<file path="src/rtl/riscv_pkg.sv">
// Shared RV32I constants and memory-stage types.
package riscv_pkg;

  localparam int unsigned XLEN = 32;
  localparam int unsigned BE_W = XLEN / 8;

  localparam logic [6:0] OP_LOAD  = 7'b0000011;
  localparam logic [6:0] OP_STORE = 7'b0100011;

  localparam logic [2:0] F3_B  = 3'b000;
  localparam logic [2:0] F3_H  = 3'b001;
  localparam logic [2:0] F3_W  = 3'b010;
  localparam logic [2:0] F3_BU = 3'b100;
  localparam logic [2:0] F3_HU = 3'b101;

  // addi x0,x0,0
  localparam logic [XLEN-1:0] NOP = 32'h0000_0013;

  typedef enum logic [1:0] {
    IDLE = 2'd0,
    REQ  = 2'd1,
    WAIT = 2'd2
  } mem_state_e;

  typedef struct packed {
    logic            we;
    logic [XLEN-1:0] addr;
    logic [BE_W-1:0] be;
    logic [XLEN-1:0] wdata;
  } dmem_req_t;

endpackage

</file>
<file path="src/rtl/mem_access_if.sv">
// Data-memory request/grant/response bus.
interface mem_access_if;
  import riscv_pkg::*;

  logic            dmem_req_o;
  logic            dmem_we_o;
  logic [XLEN-1:0] dmem_addr_o;
  logic [BE_W-1:0] dmem_be_o;
  logic [XLEN-1:0] dmem_wdata_o;
  logic            dmem_gnt_i;
  logic            dmem_rvalid_i;
  logic [XLEN-1:0] dmem_rdata_i;

  modport master (
    output dmem_req_o, dmem_we_o, dmem_addr_o, dmem_be_o, dmem_wdata_o,
    input  dmem_gnt_i, dmem_rvalid_i, dmem_rdata_i
  );

  modport slave (
    input  dmem_req_o, dmem_we_o, dmem_addr_o, dmem_be_o, dmem_wdata_o,
    output dmem_gnt_i, dmem_rvalid_i, dmem_rdata_i
  );

endinterface

</file>
<file path="src/rtl/lsu_align.sv">
// Byte-lane alignment: store byte enables/replicated data and load extraction/extension.
module lsu_align
  import riscv_pkg::*;
(
  input  logic [1:0]      addr_lo,
  input  logic [1:0]      size,
  input  logic            is_store,
  input  logic [XLEN-1:0] rs2,
  output logic [BE_W-1:0] be,
  output logic [XLEN-1:0] wdata,
  input  logic [1:0]      ld_addr_lo,
  input  logic [2:0]      ld_funct3,
  input  logic [XLEN-1:0] rdata,
  output logic [XLEN-1:0] load_data
);

  logic [7:0]  ld_byte;
  logic [15:0] ld_half;

  // Store lanes; loads share the byte-enable rule but carry no data.
  always_comb begin
    be    = '0;
    wdata = '0;
    case (size)
      2'b00: begin
        be = BE_W'(4'b0001 << addr_lo);
        if (is_store) wdata = {4{rs2[7:0]}};
      end
      2'b01: begin
        be = addr_lo[1] ? 4'b1100 : 4'b0011;
        if (is_store) wdata = {2{rs2[15:0]}};
      end
      default: begin
        be = 4'b1111;
        if (is_store) wdata = rs2;
      end
    endcase
  end

  always_comb begin
    ld_byte   = '0;
    ld_half   = ld_addr_lo[1] ? rdata[31:16] : rdata[15:0];
    load_data = rdata;
    case (ld_addr_lo)
      2'd0:    ld_byte = rdata[7:0];
      2'd1:    ld_byte = rdata[15:8];
      2'd2:    ld_byte = rdata[23:16];
      default: ld_byte = rdata[31:24];
    endcase
    case (ld_funct3)
      F3_B:    load_data = {{24{ld_byte[7]}}, ld_byte};
      F3_BU:   load_data = {24'h0, ld_byte};
      F3_H:    load_data = {{16{ld_half[15]}}, ld_half};
      F3_HU:   load_data = {16'h0, ld_half};
      default: load_data = rdata;
    endcase
  end

endmodule

</file>
<file path="src/rtl/mem_access.sv">
// Pipeline memory stage: issues loads/stores over the dmem bus, stalls upstream
// while an access is outstanding, and passes other instructions through.
module mem_access
  import riscv_pkg::*;
(
  input  logic              clk,
  input  logic              rst_n,
  input  logic [XLEN-1:0]   instr_i,
  input  logic [XLEN-1:0]   alu_result_i,
  input  logic [XLEN-1:0]   rs2_i,
  output logic              stall_o,
  mem_access_if.master      dmem,
  output logic [XLEN-1:0]   instr_o,
  output logic [XLEN-1:0]   wb_data_o,
  output logic              misalign_o
);

  mem_state_e      state_q, state_d;
  dmem_req_t       req_q, req_d;
  logic [XLEN-1:0] instr_q, instr_d;
  logic [2:0]      f3_q, f3_d;
  logic [1:0]      lo_q, lo_d;
  logic [XLEN-1:0] instr_o_d, wb_data_d;
  logic            misalign_d;

  logic [6:0]      opcode;
  logic [2:0]      f3;
  logic            is_load, is_store, misaligned;
  logic [BE_W-1:0] be_c;
  logic [XLEN-1:0] wdata_c, load_data;

  assign opcode   = instr_i[6:0];
  assign f3       = instr_i[14:12];
  assign is_load  = (opcode == OP_LOAD) &&
                    (f3 == F3_B || f3 == F3_H || f3 == F3_W || f3 == F3_BU || f3 == F3_HU);
  assign is_store = (opcode == OP_STORE) && (f3 == F3_B || f3 == F3_H || f3 == F3_W);
  // f3[1:0] is 01 for H/HU and 10 for W, for both loads and stores
  assign misaligned = ((f3[1:0] == 2'b01) && alu_result_i[0]) ||
                      ((f3[1:0] == 2'b10) && (alu_result_i[1:0] != 2'b00));

  lsu_align u_align (
    .addr_lo    (alu_result_i[1:0]),
    .size       (f3[1:0]),
    .is_store   (is_store),
    .rs2        (rs2_i),
    .be         (be_c),
    .wdata      (wdata_c),
    .ld_addr_lo (lo_q),
    .ld_funct3  (f3_q),
    .rdata      (dmem.dmem_rdata_i),
    .load_data  (load_data)
  );

  // Bus outputs come only from state and latched request registers.
  assign stall_o           = (state_q != IDLE);
  assign dmem.dmem_req_o   = (state_q == REQ);
  assign dmem.dmem_we_o    = req_q.we;
  assign dmem.dmem_addr_o  = req_q.addr;
  assign dmem.dmem_be_o    = req_q.be;
  assign dmem.dmem_wdata_o = req_q.wdata;

  always_ff @(posedge clk or negedge rst_n) begin
    if (!rst_n) state_q <= IDLE;
    else        state_q <= state_d;
  end

  always_comb begin
    state_d    = state_q;
    req_d      = req_q;
    instr_d    = instr_q;
    f3_d       = f3_q;
    lo_d       = lo_q;
    instr_o_d  = NOP;
    wb_data_d  = '0;
    misalign_d = 1'b0;
    case (state_q)
      IDLE: begin
        if (is_load || is_store) begin
          if (misaligned) begin
            instr_o_d  = instr_i;
            misalign_d = 1'b1;
          end else begin
            state_d     = REQ;
            req_d.we    = is_store;
            req_d.addr  = {alu_result_i[XLEN-1:2], 2'b00};
            req_d.be    = be_c;
            req_d.wdata = wdata_c;
            instr_d     = instr_i;
            f3_d        = f3;
            lo_d        = alu_result_i[1:0];
          end
        end else begin
          instr_o_d = instr_i;
          wb_data_d = alu_result_i;
        end
      end
      REQ: begin
        if (dmem.dmem_gnt_i) begin
          if (req_q.we) begin
            state_d   = IDLE;
            instr_o_d = instr_q;
          end else begin
            state_d = WAIT;
          end
        end
      end
      WAIT: begin
        if (dmem.dmem_rvalid_i) begin
          state_d   = IDLE;
          instr_o_d = instr_q;
          wb_data_d = load_data;
        end
      end
      default: state_d = IDLE;
    endcase
  end

  always_ff @(posedge clk or negedge rst_n) begin
    if (!rst_n) begin
      req_q      <= '0;
      instr_q    <= '0;
      f3_q       <= '0;
      lo_q       <= '0;
      instr_o    <= '0;
      wb_data_o  <= '0;
      misalign_o <= 1'b0;
    end else begin
      req_q      <= req_d;
      instr_q    <= instr_d;
      f3_q       <= f3_d;
      lo_q       <= lo_d;
      instr_o    <= instr_o_d;
      wb_data_o  <= wb_data_d;
      misalign_o <= misalign_d;
    end
  end

endmodule

</file>
<file path="src/flat_wrapper.sv">
// flat-port wrapper written by rule: the top's interface ports become plain ports
module mem_access_flat import riscv_pkg::*;
  (clk, rst_n, instr_i, alu_result_i, rs2_i, stall_o, instr_o, wb_data_o, misalign_o, dmem_dmem_req_o, dmem_dmem_we_o, dmem_dmem_addr_o, dmem_dmem_be_o, dmem_dmem_wdata_o, dmem_dmem_gnt_i, dmem_dmem_rvalid_i, dmem_dmem_rdata_i);
  mem_access_if dmem_i ();
  input  logic clk;
  input  logic rst_n;
  input  logic [XLEN-1:0] instr_i;
  input  logic [XLEN-1:0] alu_result_i;
  input  logic [XLEN-1:0] rs2_i;
  output logic stall_o;
  output logic [XLEN-1:0] instr_o;
  output logic [XLEN-1:0] wb_data_o;
  output logic misalign_o;
  output wire logic [$bits(dmem_i.dmem_req_o)-1:0] dmem_dmem_req_o;
  output wire logic [$bits(dmem_i.dmem_we_o)-1:0] dmem_dmem_we_o;
  output wire logic [$bits(dmem_i.dmem_addr_o)-1:0] dmem_dmem_addr_o;
  output wire logic [$bits(dmem_i.dmem_be_o)-1:0] dmem_dmem_be_o;
  output wire logic [$bits(dmem_i.dmem_wdata_o)-1:0] dmem_dmem_wdata_o;
  input wire logic [$bits(dmem_i.dmem_gnt_i)-1:0] dmem_dmem_gnt_i;
  input wire logic [$bits(dmem_i.dmem_rvalid_i)-1:0] dmem_dmem_rvalid_i;
  input wire logic [$bits(dmem_i.dmem_rdata_i)-1:0] dmem_dmem_rdata_i;
  assign dmem_dmem_req_o = dmem_i.dmem_req_o;
  assign dmem_dmem_we_o = dmem_i.dmem_we_o;
  assign dmem_dmem_addr_o = dmem_i.dmem_addr_o;
  assign dmem_dmem_be_o = dmem_i.dmem_be_o;
  assign dmem_dmem_wdata_o = dmem_i.dmem_wdata_o;
  assign dmem_i.dmem_gnt_i = dmem_dmem_gnt_i;
  assign dmem_i.dmem_rvalid_i = dmem_dmem_rvalid_i;
  assign dmem_i.dmem_rdata_i = dmem_dmem_rdata_i;
  mem_access u_core (.clk(clk), .rst_n(rst_n), .instr_i(instr_i), .alu_result_i(alu_result_i), .rs2_i(rs2_i), .stall_o(stall_o), .dmem(dmem_i), .instr_o(instr_o), .wb_data_o(wb_data_o), .misalign_o(misalign_o));
endmodule
</file>
<file path="config.mk">
export PLATFORM = sky130hd
export DESIGN_NAME = mem_access_flat
export DESIGN_NICKNAME = d
export VERILOG_FILES = /design/src/rtl/riscv_pkg.sv /design/src/rtl/mem_access_if.sv /design/src/rtl/lsu_align.sv /design/src/rtl/mem_access.sv /design/src/flat_wrapper.sv
export SDC_FILE = /design/constraint.sdc
export NUM_CORES = 1
export LEC_CHECK = 0
export ABC_AREA = 1
export CORE_MARGIN = 2
export CORE_UTILIZATION = 40
export DETAILED_ROUTE_END_ITERATION = 16
export PLACE_DENSITY = 0.72
export SYNTH_ARGS = -nofsm -noshare
export SYNTH_HDL_FRONTEND = slang
export SYNTH_SLANG_ARGS = --single-unit
</file>
<file path="constraint.sdc">
create_clock -name clk -period 2.1 [get_ports clk]
set_input_delay 0.42 -clock clk [delete_from_list [all_inputs] [get_ports clk]]
set_output_delay 0.42 -clock clk [all_outputs]
set_load 0.01 [all_outputs]
</file>
==> metrics.cfg, run 1 <==
[flow_run]
max_cap_violations = 0

[global_routing]
antenna_found_initial = 0
grt_overflow = 0
grt_usage_pct = 22.8
grt_pass1_wl_um = 36500
first_global_vias = 6994
grt_max_degree = 82

[timing]
tightest_slew_ns = 0.529
fin_tns_setup_ns = 0
min_period_over_period_pct = 89.4
relSlewSlack_pct = 64.7
hold_viol_final = 0
hold_ws_ns = 0.479
finClkSkew_ns = 0.00937
period_minus_slack_ns = 1.88
max_freq_mhz = 533
grt_setup_unrepaired = false
setup_ws_ns = 0.222
finalSetupViolations = 0
drv_slew = 0

[yosys]
synth_top_family_by_area = simple AND/OR/NAND/NOR gates
yosys_register_bits = 168
syn_area_per_cell_um2 = 8.00
synth_compound_area_share_pct = 7.59
synth_area_mm2 = 0.00766
synth-seq-area-share_pct = 54.8
synth_mux_area_share_pct = 0
synthAdderAreaFrac_pct = 0
synth_xor_area_share_pct = 0
yosysWarnings = 0
syn_inst = 958
ys_types = 32
synthSimpleGateAreaFrac_pct = 31.5

[routing]
firstDrtPassIters = 5
viasPerCell = 5.02
drt_iter0_drc = 342
ant_nets = 0
vias = 7393
drc = 0
route.detailed.wl_per_inst_um = 15.6
wl_um = 23000

[die]
die_area_mm2 = 0.0203
die_h_um = 142
core_area_mm2 = 0.0188
io_pins = 268
placementRows = 50
start_util_pct = 40.8
die_width_um = 142

[cts]
clock_latency_ns = 0.42
clock-root-buffer = clkbuf_16
clk_pin_slew_ns = 0.06
cts_htree_levels = 4
cts.path.max_buffers = 2
cts_tree = yes
cts_sinks = 168
cts_made_buffers = 17

[setup_path]
critPathMaxFanout = 5
r2r-start = u_core.state_q[1]
critPathSlowestCell = dfrtp_1
cpMostUsedCell = inv_1
rr_worst_depth = 7
worstSetupPathType = reg -> out
worstPathArrival_ns = 1.46
end_kind = output pin
required_ns = 1.68
r2r-end = u_core.wb_data_o[27]
path_cells = inv_1 -> nand2_1 -> inv_1 -> dlygate4sd2_1
slowest_delay_ns = 0.42
regToRegSetupSlack_ns = 0.43
start_kind = register

[finish]
drive_gt1_share_pct = 7.35
fin_nets = 1358
final_cell_mix = nand2_1, clkdlybuf4s50_1, dfrtp_1, nand3_1, o21ai_0
mostFrequentLayoutCell = nand2_1
syn_to_final_growth_pct = 47.3
fill_cells = 1659
diodes = 0
post-route-util_pct = 60.2

[place]
post-place-ws_ns = -0.0925
hpwl_um = 16700
io_buffers = 265
globalplace.congestion = 0.820

[min_path]
holdPathEnd = u_core.dmem.dmem_addr_o[21]
holdPathStages = 2
hp-class = reg -> reg
hp-start = u_core.dmem.dmem_addr_o[21]

[power]
leakage_nw = 5.58
powerDensity_mw_per_mm2 = 701
peakVddDrop_uv = 550
total_power_w = 0.00791

[run_status]
status = complete, no violations

stage by stage:
stage,cell area [µm²],cells
after floorplan,7670,959
after global placement,10700,1440
after detailed placement,10700,1440
after CTS,11300,1472
after global routing,11300,1472
final,11300,1472
routing by layer:
layer  routed length (µm)  global-route usage (%)  up-vias
met3                 1880                    6.09       27
met1                 9670                    29.4     3484
met4                  432                    7.03        0
met5                    0                       0        -
li1                     -                       -     3588
met2                11000                    37.7      294
critical path, delay by kind of cell, from the launching register on:
family | cells | cell delay (ns)
buffers and inverters | 3 | 0.52
flip-flops | 1 | 0.42
AND/OR/NAND/NOR | 1 | 0.10
state kept, by name, indices dropped and copies added, names as in the netlist:
signal	flops
u_core.wb_data_o	32
u_core.dmem.dmem_be_o	4
u_core.dmem.dmem_wdata_o	32
u_core.instr_q	30
u_core.state_q	2
u_core.lo_q	2
u_core.f3_q	2
u_core.misalign_o	1
u_core.dmem.dmem_we_o	1
u_core.dmem.dmem_addr_o	30
u_core.instr_o	32
where the power goes:
part	leakage (nW)	switching (W)	internal (W)
clock	0.269	0.00131	0.00163
combinational	3.16	0.000664	0.000708
sequential	2.15	0.000121	0.00348
total	5.58	0.00210	0.00582
cells by family after synthesis:
family                 count (synthesis)
and+or+nand+nor                      583
AOI/OAI and AO/OA                    106
other                                  1
DFF                                  168
buffers and inverters                100
cells in the mapped netlist:
library cell  count  area share (%)
dfrtp_1         168              55
o21ai_1           2            0.13
nor2_4            3            0.44
clkbuf_1         15            0.73
nand2_2           4            0.33
o21ai_0          59             3.9
nand2_4           2            0.29
conb_1            1           0.049
o21ai_2           1            0.11
or2_1             2            0.16
clkinv_1          1           0.049
nand4_2           1            0.16
buf_1             5            0.24
inv_1            38             1.9
o22ai_1           2            0.16
nand4_1          25             2.0
nor2_2            3            0.24
nor2_1           45             2.2
or2_2             1           0.082
buf_4             9            0.88
buf_6             2            0.29
nand3_2           1            0.13
nand3_1          65             4.2
o211ai_1         15             1.5
inv_2             6            0.29
nand2_1         430              21
a211oi_1          1           0.098
nor3_1            1           0.065
buf_8             1            0.20
buf_2            23             1.5
o21a_1            2            0.20
a21oi_1          24             1.6
cell type report:
type                            instances  area (µm²)  area share, %
Clock buffer                           21         470           4.17
Sequential cell                       168        4210           37.2
Timing Repair Buffer                  303        3070           27.2
Inverter                               45         169           1.50
Tap cell                              234         293           2.59
Clock inverter                         10        83.8          0.743
Multi-Input combinational cell        691        3000           26.6
worst max path at each step:
stage                                   end              start  slack, ns
2_1_floorplan             u_core.instr_q[5]         instr_i[3]       0.64
3_3_place_gp   u_core.dmem.dmem_wdata_o[18]        instr_i[13]      -0.03
3_5_place_dp     u_core.dmem.dmem_addr_o[7]        instr_i[12]      -0.09
4_1_cts                             stall_o  u_core.state_q[0]       0.04
5_1_grt                     dmem_dmem_req_o  u_core.state_q[1]       0.12
6_report                    dmem_dmem_req_o  u_core.state_q[1]       0.22
repair_timing:
item                                   in CTS  in global routing
gates resized for setup                     1                  2
endpoints found under the hold margin      42                  0
hold buffers                                1                  0
buffers inserted                            0                  0
setup endpoints to repair                   1                  1
(Power assumes the default switching activity.)
==> run 2: changes to the inputs <==
--- a/config.mk
+++ b/config.mk
@@ -13,3 +13,4 @@
 export SYNTH_ARGS = -nofsm -noshare
 export SYNTH_HDL_FRONTEND = slang
 export SYNTH_SLANG_ARGS = --single-unit
+export TNS_END_PERCENT = 1
==> results of run 2 <==
The final DEF is identical to that of run 1; final timing and power are the same.
==> run 3: changes to the inputs <==
--- a/config.mk
+++ b/config.mk
@@ -9,6 +9,7 @@
 export CORE_MARGIN = 2
 export CORE_UTILIZATION = 40
 export DETAILED_ROUTE_END_ITERATION = 16
+export MAX_ROUTING_LAYER = met4
 export PLACE_DENSITY = 0.72
 export SYNTH_ARGS = -nofsm -noshare
 export SYNTH_HDL_FRONTEND = slang
==> metrics.cfg, run 3 (synthesis gave the netlist of run 1 again) <==
[run_status]
status = complete, no violations

[timing]
grt_setup_unrepaired = false
drv_slew = 0  ; unchanged
finalSetupViolations = 0  ; unchanged
relSlewSlack_pct = 65.3  ; +0.57 points
hold_ws_ns = 0.479  ; +0.000191 ns
min_period_over_period_pct = 89.4  ; about the same
tightest_slew_ns = 0.520  ; -0.00862 ns
setup_ws_ns = 0.222  ; +0.0000830 ns
max_freq_mhz = 533  ; about the same
finClkSkew_ns = 0.0133  ; +0.00396 ns
hold_viol_final = 0  ; unchanged
period_minus_slack_ns = 1.88  ; -0.0000830 ns

[flow_run]
max_cap_violations = 0  ; unchanged

[min_path]
holdPathStages = 2  ; unchanged
hp-start = u_core.instr_q[9]
hp-class = reg -> reg
holdPathEnd = u_core.instr_o[9]

[finish]
fin_nets = 1358  ; unchanged
syn_to_final_growth_pct = 47.3  ; unchanged
final_cell_mix = nand2_1, clkdlybuf4s50_1, dfrtp_1, nand3_1, o21ai_0
fill_cells = 1659  ; unchanged
mostFrequentLayoutCell = nand2_1
post-route-util_pct = 60.2  ; unchanged
diodes = 0  ; unchanged
drive_gt1_share_pct = 7.35  ; unchanged

[setup_path]
end_kind = output pin
worstPathArrival_ns = 1.46  ; about the same
regToRegSetupSlack_ns = 0.43  ; about the same
required_ns = 1.68  ; about the same
worstSetupPathType = reg -> out
start_kind = register
rr_worst_depth = 7  ; unchanged
r2r-start = u_core.state_q[1]
critPathMaxFanout = 5  ; unchanged
r2r-end = u_core.wb_data_o[27]

[cts]
cts_htree_levels = 4  ; unchanged
cts.path.max_buffers = 2  ; unchanged
clock_latency_ns = 0.43  ; about the same
postCtsSetupBuffers = 0  ; unchanged
clock-root-buffer = clkbuf_16
cts_tree = yes
cts_sinks = 168  ; unchanged
cts_made_buffers = 17  ; unchanged
clk_pin_slew_ns = 0.07  ; about the same

[power]
leakage_nw = 5.58  ; unchanged
powerDensity_mw_per_mm2 = 702  ; +0.18%
peakVddDrop_uv = 545  ; -0.75%

[global_routing]
grt_overflow = 0  ; unchanged
first_global_vias = 7020  ; +0.37%
grt_usage_pct = 23.5  ; +0.68 points
antenna_found_initial = 0  ; unchanged
grt_max_degree = 82  ; unchanged
grt_pass1_wl_um = 36400  ; -0.29%

[place]
globalplace.congestion = 0.832  ; +1.5%
hpwl_um = 16700  ; unchanged
io_buffers = 265  ; unchanged
post-place-ws_ns = -0.0925  ; unchanged

[routing]
drt_iter0_drc = 402  ; +18%
ant_nets = 0  ; unchanged
vias = 7417  ; +0.32%
route.detailed.wl_per_inst_um = 15.7  ; +0.68%
viasPerCell = 5.04  ; +0.32%
wl_um = 23200  ; +0.68%
firstDrtPassIters = 5  ; unchanged
drc = 0  ; unchanged

[die]
io_pins = 268  ; unchanged
die_width_um = 142  ; unchanged
die_area_mm2 = 0.0203  ; unchanged
core_area_mm2 = 0.0188  ; unchanged
die_h_um = 142  ; unchanged
start_util_pct = 40.8  ; unchanged
placementRows = 50  ; unchanged

## run 3: cell counts in the layout (fill, tap and decap cells not counted)
Identical to the previous run, type by type.
## run 3: final cells by class
type                    count  area [µm²]  area share [%]
clock buffers              21         470            4.17
clock inverters            10        83.8           0.743
inverters                  45         169            1.50
multi-input cells         691        3000            26.6
flip-flops and latches    168        4210            37.2
well taps                 234         293            2.59
repair buffers            303        3070            27.2
## run 3: how the worst max path moves through the flow
| stage | end | from | cells past startpoint |
|---|---|---|---|
| floorplan | u_core.instr_q[5] | instr_i[3] | 10 |
| global placement | u_core.dmem.dmem_wdata_o[18] | instr_i[13] | 8 |
| detailed placement | u_core.dmem.dmem_addr_o[7] | instr_i[12] | 9 |
| CTS | stall_o | u_core.state_q[0] | 3 |
| global route | dmem_dmem_req_o | u_core.state_q[1] | 4 |
| finish | dmem_dmem_req_o | u_core.state_q[1] | 4 |
## run 3: worst max-delay path, stage by stage, from the launching register on
cell	delay, ns
dfrtp_1	0.42
inv_1	0.09
nand2_1	0.10
inv_1	0.12
dlygate4sd2_1	0.31
## run 3: metrics by stage
stage                     cells  TNS, ns  power [W]  instance area [µm²]
final                      1472        0    0.00793                11300
after global placement     1440   -0.782    0.00501                10700
after global routing       1472        0    0.00828                11300
after CTS                  1472        0    0.00799                11300
after floorplan             959        0    0.00419                 7670
after detailed placement   1440    -2.16    0.00504                10700
## run 3: layer usage
layer | part of all wire, % | up-vias | global-route usage [%]
met5 | 0 | - | -
met4 | 1.6 | 0 | 7.14
met3 | 7.7 | 24 | 5.38
met2 | 48 | 308 | 37.8
met1 | 43 | 3495 | 29.8
li1 | - | 3590 | -
## run 3: what timing repair did
item | in CTS | in global routing
hold endpoints to repair | 42 | 0
hold buffers | 1 | 0
gates cloned | 0 | 0
setup endpoints to repair | 1 | 1
gates resized for setup | 1 | 2
## run 3: power breakdown
part           internal (W)  switching, W  total, W
clock network       0.00163       0.00133   0.00295
logic              0.000708      0.000664   0.00137
registers           0.00348      0.000121   0.00360
